[config.mk]
export PLATFORM = sky130hd
export DESIGN_NAME = mem_arbiter
export DESIGN_NICKNAME = d
export VERILOG_FILES = /design/src/rtl/mem_arb_pkg.sv /design/src/rtl/arb_watchdog.sv /design/src/rtl/mem_arbiter.sv
export SDC_FILE = /design/constraint.sdc
export NUM_CORES = 1
export LEC_CHECK = 0
export CORE_AREA = 2 2 107 109
export CTS_BUF_LIST = sky130_fd_sc_hd__clkbuf_4
export DETAILED_ROUTE_END_ITERATION = 10
export DIE_AREA = 0 0 109 111
export GPL_ROUTABILITY_DRIVEN = 0
export PLACE_DENSITY_LB_ADDON = 0.1
export SYNTH_ARGS = -nofsm -noshare
export SYNTH_HDL_FRONTEND = slang
export SYNTH_SLANG_ARGS = --single-unit
[constraint.sdc]
create_clock -name clk -period 1.8 [get_ports clk]
set_clock_uncertainty 0.2 [all_clocks]
set_input_delay 0.18 -clock clk [delete_from_list [all_inputs] [get_ports clk]]
set_output_delay 0.18 -clock clk [all_outputs]
set_load 0.02 [all_outputs]
[src/rtl/mem_arb_pkg.sv]
// Shared types and constants for the instruction/data memory-port arbiter.
package mem_arb_pkg;

    typedef enum logic [1:0] {
        IDLE = 2'd0,
        INST = 2'd1,
        DATA = 2'd2
    } arb_state_t;

    typedef enum logic {
        REQ_INST = 1'b0,
        REQ_DATA = 1'b1
    } requester_t;

    localparam int TIMEOUT_W = 16;

endpackage

[src/rtl/arb_watchdog.sv]
// Grant watchdog: counts granted cycles without a memory response and flags
// when the configured limit is reached.
module arb_watchdog
    import mem_arb_pkg::*;
#(
    parameter int TIMEOUT_CYCLES = 255
) (
    input  logic clk,
    input  logic rst_n,
    input  logic clear,
    input  logic enable,
    output logic expired
);

    localparam logic [TIMEOUT_W-1:0] LIMIT = TIMEOUT_W'(TIMEOUT_CYCLES);
    localparam logic [TIMEOUT_W-1:0] ONE   = TIMEOUT_W'(1);

    logic [TIMEOUT_W-1:0] count_r;

    // Wait-cycle counter, cleared whenever no grant is active
    always_ff @(posedge clk or negedge rst_n) begin
        if (!rst_n) begin
            count_r <= '0;
        end else if (clear) begin
            count_r <= '0;
        end else if (enable) begin
            count_r <= count_r + ONE;
        end else begin
            count_r <= count_r;
        end
    end

    assign expired = (count_r == LIMIT);

endmodule

[src/rtl/mem_arbiter.sv]
// Shares one memory port between instruction fetch and load/store, with
// alternating tie-break and a watchdog that force-completes stalled grants.
module mem_arbiter
    import mem_arb_pkg::*;
#(
    parameter int TIMEOUT_CYCLES = 255
) (
    input  logic        clk,
    input  logic        rst_n,
    input  logic        inst_read,
    input  logic [31:0] inst_address,
    output logic [31:0] inst_rdata,
    output logic        inst_resp,
    input  logic        data_read,
    input  logic        data_write,
    input  logic [3:0]  data_wmask,
    input  logic [31:0] data_address,
    input  logic [31:0] data_wdata,
    output logic [31:0] data_rdata,
    output logic        data_resp,
    output logic        mem_read,
    output logic        mem_write,
    output logic [3:0]  mem_byte_enable,
    output logic [31:0] mem_address,
    output logic [31:0] mem_wdata,
    input  logic [31:0] mem_rdata,
    input  logic        mem_resp,
    output logic        timeout_err
);

    arb_state_t state_r;
    arb_state_t state_nxt_s;
    requester_t last_served_r;
    requester_t last_served_nxt_s;
    logic       timeout_err_r;
    logic       set_err_s;
    logic       data_req_s;
    logic       expired_s;
    logic       wd_clear_s;
    logic       wd_enable_s;

    assign data_req_s  = data_read | data_write;
    assign wd_clear_s  = (state_r == IDLE);
    assign wd_enable_s = (state_r != IDLE) & ~mem_resp;
    assign timeout_err = timeout_err_r;

    arb_watchdog #(
        .TIMEOUT_CYCLES(TIMEOUT_CYCLES)
    ) u_watchdog (
        .clk    (clk),
        .rst_n  (rst_n),
        .clear  (wd_clear_s),
        .enable (wd_enable_s),
        .expired(expired_s)
    );

    // State, fairness pointer and sticky timeout flag
    always_ff @(posedge clk or negedge rst_n) begin
        if (!rst_n) begin
            state_r       <= IDLE;
            last_served_r <= REQ_INST;
            timeout_err_r <= 1'b0;
        end else begin
            state_r       <= state_nxt_s;
            last_served_r <= last_served_nxt_s;
            timeout_err_r <= timeout_err_r | set_err_s;
        end
    end

    // Next-state, memory-port muxing and response generation
    always_comb begin
        state_nxt_s       = state_r;
        last_served_nxt_s = last_served_r;
        set_err_s         = 1'b0;
        mem_read          = 1'b0;
        mem_write         = 1'b0;
        mem_byte_enable   = 4'b0000;
        mem_address       = 32'h0000_0000;
        mem_wdata         = 32'h0000_0000;
        inst_resp         = 1'b0;
        inst_rdata        = 32'h0000_0000;
        data_resp         = 1'b0;
        data_rdata        = 32'h0000_0000;
        case (state_r)
            IDLE: begin
                if (inst_read && data_req_s) begin
                    state_nxt_s = (last_served_r == REQ_INST) ? DATA : INST;
                end else if (inst_read) begin
                    state_nxt_s = INST;
                end else if (data_req_s) begin
                    state_nxt_s = DATA;
                end else begin
                    state_nxt_s = IDLE;
                end
            end
            INST: begin
                mem_read    = 1'b1;
                mem_address = inst_address;
                // A withdrawn request aborts silently, even if memory answers now
                if (!inst_read) begin
                    state_nxt_s = IDLE;
                end else if (mem_resp) begin
                    inst_resp         = 1'b1;
                    inst_rdata        = mem_rdata;
                    last_served_nxt_s = REQ_INST;
                    state_nxt_s       = IDLE;
                end else if (expired_s) begin
                    inst_resp         = 1'b1;
                    set_err_s         = 1'b1;
                    last_served_nxt_s = REQ_INST;
                    state_nxt_s       = IDLE;
                end else begin
                    state_nxt_s = INST;
                end
            end
            DATA: begin
                mem_read        = data_read & ~data_write;
                mem_write       = data_write;
                mem_byte_enable = data_wmask;
                mem_address     = data_address;
                mem_wdata       = data_wdata;
                if (!data_req_s) begin
                    state_nxt_s = IDLE;
                end else if (mem_resp) begin
                    data_resp         = 1'b1;
                    data_rdata        = mem_rdata;
                    last_served_nxt_s = REQ_DATA;
                    state_nxt_s       = IDLE;
                end else if (expired_s) begin
                    data_resp         = 1'b1;
                    set_err_s         = 1'b1;
                    last_served_nxt_s = REQ_DATA;
                    state_nxt_s       = IDLE;
                end else begin
                    state_nxt_s = DATA;
                end
            end
            default: begin
                state_nxt_s = IDLE;
            end
        endcase
    end

endmodule

Word-level counts from Yosys, hierarchy flattened
Index checks and enable logic that the tools add are counted.
{"block": "classes", "add_sub_neg": 1, "n_mul": 0, "div": 0, "order_cmp": 0, "eq_ne": 7, "shifts": 0, "muxes": 40, "n_bitwise": 6, "n_reduce_logical": 6}
{"operator": "two-way mux 32 bit", "n": 6}
{"operator": "case mux 32 bit (2 select lines)", "n": 1}
{"operator": "two-way mux 16 bit", "n": 2}
{"operator": "two-way mux 1 bit", "n": 19}
{"operator": "adder 16 x 1 -> 16 bit (second input constant)", "n": 1}
{"operator": "equality test 16 x 8 -> 1 bit (second input constant)", "n": 1}
{"operator": "two-way mux 2 bit", "n": 7}
{"operator": "inequality test 3 bit (second input constant)", "n": 2}
{"operator": "case mux 1 bit (2 select lines)", "n": 3}
{"operator": "case mux 2 bit (3 select lines)", "n": 1}
{"operator": "nonzero test 2 bit", "n": 3}
{"operator": "AND reduction 5 bit", "n": 1}
{"operator": "two-way mux 4 bit", "n": 1}
{"operator": "inequality test 2 bit (second input constant)", "n": 2}
{"operator": "bitwise AND 1 bit", "n": 2}
{"operator": "equality test 2 x 1 -> 1 bit (second input constant)", "n": 1}
{"operator": "equality test 2 bit (second input constant)", "n": 1}
{"operator": "logical NOT 2 bit", "n": 1}
{"operator": "NOT 1 bit", "n": 2}
{"operator": "OR 1 bit", "n": 2}
{"operator": "logical AND 1 bit", "n": 1}
{"block": "totals", "reg_bits": 20, "latchBits": 0, "ram_bits": 0, "romBits": 0, "inputBits": 138, "word_cells": 64, "n_memories": 0}

Longest topological paths before layout
Gate-level depths: netlist of run 1.
{"block": "depth", "depth_word": 6, "mapped_depth": 7, "ltp_nobuf": 6}

Cells and area by module
Synthesis of run 1 repeated with hierarchy kept, for this count alone.
{"block": "unflattened", "cells_unflattened": 348, "area_unflattened_um2": 2348.5}
{"mod": "mem_arbiter", "instances": 1, "cells_each": 258, "area_each_um2": 1477.7, "seq_area_each_um2": 100.1}
{"mod": "arb_watchdog", "instances": 1, "cells_each": 90, "area_each_um2": 870.8, "seq_area_each_um2": 400.4}

Worst setup path after synthesis of run 1
OpenSTA, ideal clock, no wires.
{"block": "synth_path", "kind": "reg-to-output", "from": "register state_r[0]", "to": "output data_rdata[10]", "t_arrival_ps": 1657, "path_slack_ps": -237, "stages_incl_launch_ff": 7, "n_path_buf": 2, "path_cell_list": "dfrtp_1 -> inv_1 -> ha_1 -> clkbuf_1 -> o21ai_1 -> clkbuf_1 -> nor2_1"}
{"block": "synth_between", "elab_chain_cells": 2}
{"item": "from (decl)", "line": "mem_arbiter.sv:31", "rtl": "arb_state_t state_r;"}
{"item": "from (signal assigned)", "line": "mem_arbiter.sv:64", "rtl": "state_r <= state_nxt_s;"}
{"item": "equality test 2 bit", "line": "mem_arbiter.sv:84", "rtl": "case (state_r)"}
{"item": "two-way mux 32 bit", "line": "mem_arbiter.sv:84"}
{"item": "to (decl)", "line": "mem_arbiter.sv:19", "rtl": "output logic [31:0] data_rdata,"}
Every way passes these cells.

Worst setup path in the final report of run 1
{"block": "layout_path", "from": "register state_r[1]", "to": "output data_rdata[14]"}
The elaborated chain is that of the path after synthesis.

==> impl_metrics.json, run 1 <==
{
  "status": "complete, but fails checks",
  "violations": "negative setup slack",
  "maxSlewHeadroom_pct": 73.0,
  "ant_nets": 0,
  "path_buf_inv": 4,
  "cp_cell_sequence": "buf_6 > ha_4 > o21ai_4 > clkbuf_16 > buf_12 > nor2_4 > buf_6",
  "grt_pass1_wl_mm": 20.8,
  "maxSlewViolCount": 0,
  "hold_viol": 0,
  "fin_worst_hold_slack_ns": 0.00944,
  "cts-root-buf": "clkbuf_4",
  "fin_cells": 819,
  "rsz0062_at_grt": "true",
  "critical_path.top_delay_family": "buffers and inverters",
  "cpPeakStageDelay_ns": 0.43,
  "vias": 3699,
  "first_iter_violations": 117,
  "die_x_um": 109,
  "synth_area_per_cell_um2": 6.62,
  "critPathLaunchType": "flop",
  "areaGrowthSynthToFinish_pct": 216,
  "overflow": 0,
  "synth-seq-area-share_pct": 22.3,
  "crit_fanout": 6,
  "wl_per_cell_um": 17.2,
  "pin_count": 275,
  "worst_pin_slew_ns": 0.404,
  "synth_fp_nets": 482,
  "place_ws_ns": -0.493,
  "final_cell_mix": "clkdlybuf4s50_1 (137), buf_6 (115), nor2_4 (64)",
  "antenna_found_initial": 0,
  "ys_seq_elements": 20,
  "drc": 0,
  "tritoncts": "yes",
  "dieArea_um2": 12100,
  "critPathArrivalTime_ns": 1.76,
  "mostFrequentLayoutCell": "clkdlybuf4s50_1",
  "ir_drop_v": 0.000682,
  "wl_mm": 14.1,
  "dp_cells": 778,
  "p_leak_nw": 2.93,
  "syn_inst": 339,
  "fmax_mhz": 467,
  "drive_gt1_share_pct": 55.8,
  "synth_area_um2": 2240,
  "critPathCaptureType": "primary output",
  "synth-edff-count": 0,
  "path_clk_slew_ns": 0.12,
  "r2r_slack_ns": -0.17,
  "start_util_pct": 20.3,
  "cts_buffers": 3,
  "clock_path_buffers": 2,
  "cts.htree.levels": 1,
  "port-buffer-count": 274,
  "grt_pass1_vias": 3922,
  "synthFlopType": "dfrtp_1",
  "slowest_stage": "dfrtp_1",
  "yosysWarnings": 0,
  "cts_hold_buf": 0,
  "fin_crit_ns": 2.14,
  "hpwl_mm": 9.85,
  "antenna_cells": 0,
  "core_area_um2": 11100,
  "power.density_nw_per_um2": 1050,
  "grt_max_degree": 33,
  "crit_type": "flop to primary output",
  "crit_top_cell": "buf_6",
  "clkLatencyLatePin_ns": 0.30,
  "hp-class": "input port to asynchronous set/reset pin",
  "ys_types": 40,
  "die_h_um": 111,
  "via_per_inst": 4.52,
  "maxCapViolations": 0,
  "rows": 39,
  "nets": 820,
  "setup_viol": 137,
  "first_pass_iters": 4,
  "worst_slack_ns": -0.340,
  "cts_sinks": 20,
  "cp.required_ns": 1.42,
  "finalCritPeriodShare_pct": 119,
  "grt_use_total_pct": 21.9,
  "synthArstFlopShare_pct": 100
}
## stage by stage
| stage | cell area, um2 | utilization (%) | TNS [ns] | power [mW] |
|---|---|---|---|---|
| after detailed placement | 5710 | 51.6 | -52.38 | 5.37 |
| after floorplan | 2460 | - | -2.91 | 3.03 |
| final | 7090 | 64.0 | -33.01 | 7.47 |
| after global placement | 5710 | 51.6 | -51.75 | 5.34 |
| after CTS | 6630 | 59.8 | -33.00 | 7.29 |
| after global routing | 7090 | 64.0 | -44.54 | 7.84 |
## logic make-up (layout without fill, tap and decap cells)
kind of cell               Yosys count  count (layout)  synth area share (%)
muxes                                2               2                 0.948
adders and majority gates            5               5                  2.79
buffers and inverters               33             370                  5.69
and+or+nand+nor                    219             219                  48.1
DFF                                 20              20                  22.3
AOI/OAI and AO/OA                   48              48                  15.5
xor gates and xnor gates            12              12                  4.68
## final timing paths
kind / start / endpoint / cells after the start
worst max-delay path: state_r[1]$_DFF_PN0_ / data_rdata[14] / 7
max in group asynchronous: rst_n / u_watchdog.count_r[9]$_DFFE_PN0P_ / 2
worst min-delay path: rst_n / u_watchdog.count_r[4]$_DFFE_PN0P_ / 2
min in group clk: timeout_err$_DFF_PN0_ / timeout_err$_DFF_PN0_ / 1
worst min register to register: timeout_err$_DFF_PN0_ / timeout_err$_DFF_PN0_ / 1
worst max register to register: state_r[1]$_DFF_PN0_ / last_served_r$_DFFE_PN0P_ / 9
## cell type report
type	instances	area, um2
fill	909	3980
clock buffer	3	22.5
clock inverter	1	30.0
tap	143	179
inverter	5	23.8
timing repair buffer	361	3840
multi-input combinational	286	2500
sequential	20	500
## timing repair
item,in CTS,in global routing
gates resized for setup,804,105
cloned,11,3
setup endpoints to repair,140,142
setup buffers,22,5
pin swaps,21,43
## state kept, by name, summed over array words and instances (netlist names)
signal	count
last_served_r	1
timeout_err	1
state_r	2
u_watchdog.count_r	16
## synthesized netlist by cell type, drive strengths merged, types with 5 or more instances
cell type | number | share of area (%)
dfrtp | 20 | 22
o21ai | 5 | 1.1
nand2 | 40 | 6.7
and2 | 38 | 11
nand3 | 5 | 1.1
nor2 | 84 | 14
ha | 5 | 2.8
xor2 | 10 | 3.9
clkbuf | 26 | 4.4
nor2b | 33 | 9.2
a22oi | 32 | 11
inv | 5 | 0.84
nand4 | 7 | 2.2
## per-layer routing
metal,share of wire (%),GRT usage [%]
met3,5.9,4.82
met1,36,23.8
met2,56,42.3
met4,1.9,4.27
met5,0,0
## where the power goes
part | internal, mW | switching (mW)
combinational | 3.45 | 3.10
clock | 0.225 | 0.148
sequential | 0.500 | 0.0437
Note: power is estimated with default switching activity, not from simulation.
==> run 2: changes to the inputs <==
--- a/config.mk
+++ b/config.mk
@@ -5,10 +5,10 @@
 export SDC_FILE = /design/constraint.sdc
 export NUM_CORES = 1
 export LEC_CHECK = 0
-export CORE_AREA = 2 2 107 109
+export CORE_AREA = 2 2 105 107
 export CTS_BUF_LIST = sky130_fd_sc_hd__clkbuf_4
 export DETAILED_ROUTE_END_ITERATION = 10
-export DIE_AREA = 0 0 109 111
+export DIE_AREA = 0 0 107 109
 export GPL_ROUTABILITY_DRIVEN = 0
 export PLACE_DENSITY_LB_ADDON = 0.1
 export SYNTH_ARGS = -nofsm -noshare
==> constraint.sdc (replaced) <==
create_clock -name clk -period 2.7 [get_ports clk]
set_clock_uncertainty 0.2 [all_clocks]
set_input_delay 0.27 -clock clk [delete_from_list [all_inputs] [get_ports clk]]
set_output_delay 0.27 -clock clk [all_outputs]
set_load 0.02 [all_outputs]
==> impl_metrics.json, run 2 (synthesized netlist as in run 1, its figures left out) <==
{
  "first_pass_iters": 5,
  "wl_per_cell_um": 15.2,
  "met3_length_mm": 1.16,
  "power_mw": 3.43,
  "via_per_inst": 4.55,
  "vias": 3385,
  "dp_cells": 738,
  "tns_ns": 0,
  "fin_util_pct": 51.5,
  "path_clk_slew_ns": 0.13,
  "hp-class": "input port to asynchronous set/reset pin",
  "clock_path_buffers": 2,
  "route.met2.wl_mm": 5.92,
  "cts.htree.levels": 1,
  "grt_pass1_vias": 3213,
  "final_cell_area_um2": 5460,
  "tritoncts": "yes",
  "power.density_nw_per_um2": 628,
  "placed_area_um2": 5210,
  "start_util_pct": 21.2,
  "drc": 0,
  "setup_viol": 0,
  "core_area_um2": 10600,
  "p_leak_nw": 3.15,
  "place_ws_ns": 0.139,
  "status": "complete, no violations",
  "wl_mm": 11.3,
  "port-buffer-count": 274,
  "grt_max_degree": 43,
  "r2r_cells": 8,
  "areaGrowthSynthToFinish_pct": 143,
  "maxCapViolations": 0,
  "finalCritPeriodShare_pct": 96.1,
  "r2r-end": "last_served_r$_DFFE_PN0P_",
  "mostFrequentLayoutCell": "clkdlybuf4s50_1",
  "grt_pass1_wl_mm": 16.4,
  "crit_fanout": 35,
  "antenna_found_initial": 0,
  "ir_drop_v": 0.000250,
  "cts-root-buf": "clkbuf_4",
  "highest_layer": "met4",
  "maxSlewHeadroom_pct": 75.8,
  "critPathCaptureType": "primary output",
  "grt_use_total_pct": 17.3,
  "worst_pin_slew_ns": 0.360,
  "dieArea_um2": 11700,
  "worst_slack_ns": 0.105,
  "cts_sinks": 20,
  "fin_cells": 744,
  "rows": 38,
  "hold_viol": 0,
  "critPathArrivalTime_ns": 2.12,
  "top_register": "u_watchdog.count_r",
  "crit_type": "flop to primary output",
  "r2r_slack_ns": 0.70,
  "hpwl_mm": 8.79,
  "fin_worst_hold_slack_ns": 0.0579,
  "die_h_um": 109,
  "overflow": 0,
  "maxSlewViolCount": 0,
  "wl_met1_mm": 4.10,
  "nets": 748,
  "pin_count": 275,
  "clkLatencyLatePin_ns": 0.33,
  "cts_buffers": 3,
  "ant_nets": 0,
  "cp.required_ns": 2.23,
  "fmax_mhz": 385,
  "critPathLaunchType": "flop",
  "largest_reg_flops": 16,
  "drive_gt1_share_pct": 4.97,
  "antenna_cells": 0,
  "final_cell_mix": "clkdlybuf4s50_1 (202), nor2_1 (84), dlymetal6s2s_1 (62)",
  "first_iter_violations": 252,
  "die_x_um": 107,
  "r2r_start": "state_r[1]$_DFF_PN0_",
  "fin_crit_ns": 2.59,
  "top_regs": "u_watchdog.count_r: 16 flops, state_r: 2 flops"
}
## run 2: layer usage
metal / GRT usage (%) / vias up
met1: 19.3 / 1535
met2: 32.8 / 185
met4: 3.43 / 0
met3: 4.96 / 12
li1: - / 1653
met5: 0 / -
## run 2: worst max path at each step
stage	from	to	slack, ns
floorplan	state_r[0]$_DFF_PN0_	data_rdata[10]	0.57
global placement	mem_resp	data_resp	0.15
detailed placement	mem_resp	data_resp	0.14
CTS	state_r[1]$_DFF_PN0_	inst_rdata[22]	0.0003
global route	state_r[0]$_DFF_PN0_	data_rdata[22]	-0.004
finish	state_r[0]$_DFF_PN0_	data_rdata[24]	0.11
## run 2: layout make-up
| cell class | instances | area [um2] |
|---|---|---|
| well taps | 140 | 175 |
| inverters | 5 | 18.8 |
| clock buffers | 3 | 22.5 |
| clock inverters | 1 | 30.0 |
| repair buffers | 289 | 3060 |
| multi-input cells | 286 | 1650 |
| flip-flops and latches | 20 | 500 |
| fillers | 1010 | 5140 |
## run 2: what timing repair did
item	CTS	global route
buffers inserted	0	2
gates resized for setup	15	64
pin swaps	0	0
endpoints found under the setup margin	74	101
hold buffers	0	0
## run 2: power breakdown
| group | total [mW] | internal [mW] | switching (mW) |
|---|---|---|---|
| sequential | 0.369 | 0.333 | 0.0354 |
| clock | 0.255 | 0.150 | 0.105 |
| combinational | 2.80 | 1.37 | 1.43 |
| total | 3.43 | 1.85 | 1.57 |
## run 2: worst max-delay path, stage by stage (launching register included)
cell and delay, ns:
dfrtp_1 0.42, inv_1 0.14, ha_4 0.23, o21ai_2 0.09
buf_12 0.17, nor2_1 0.12, clkdlybuf4s50_1 0.62
==> run 3: changes to the inputs <==
--- a/config.mk
+++ b/config.mk
@@ -7,6 +7,7 @@
 export LEC_CHECK = 0
 export CORE_AREA = 2 2 105 107
 export CTS_BUF_LIST = sky130_fd_sc_hd__clkbuf_4
+export CTS_CLUSTER_SIZE = 20
 export DETAILED_ROUTE_END_ITERATION = 10
 export DIE_AREA = 0 0 107 109
 export GPL_ROUTABILITY_DRIVEN = 0
==> results of run 3 <==
The final DEF is identical to that of run 2; final timing and power are the same.
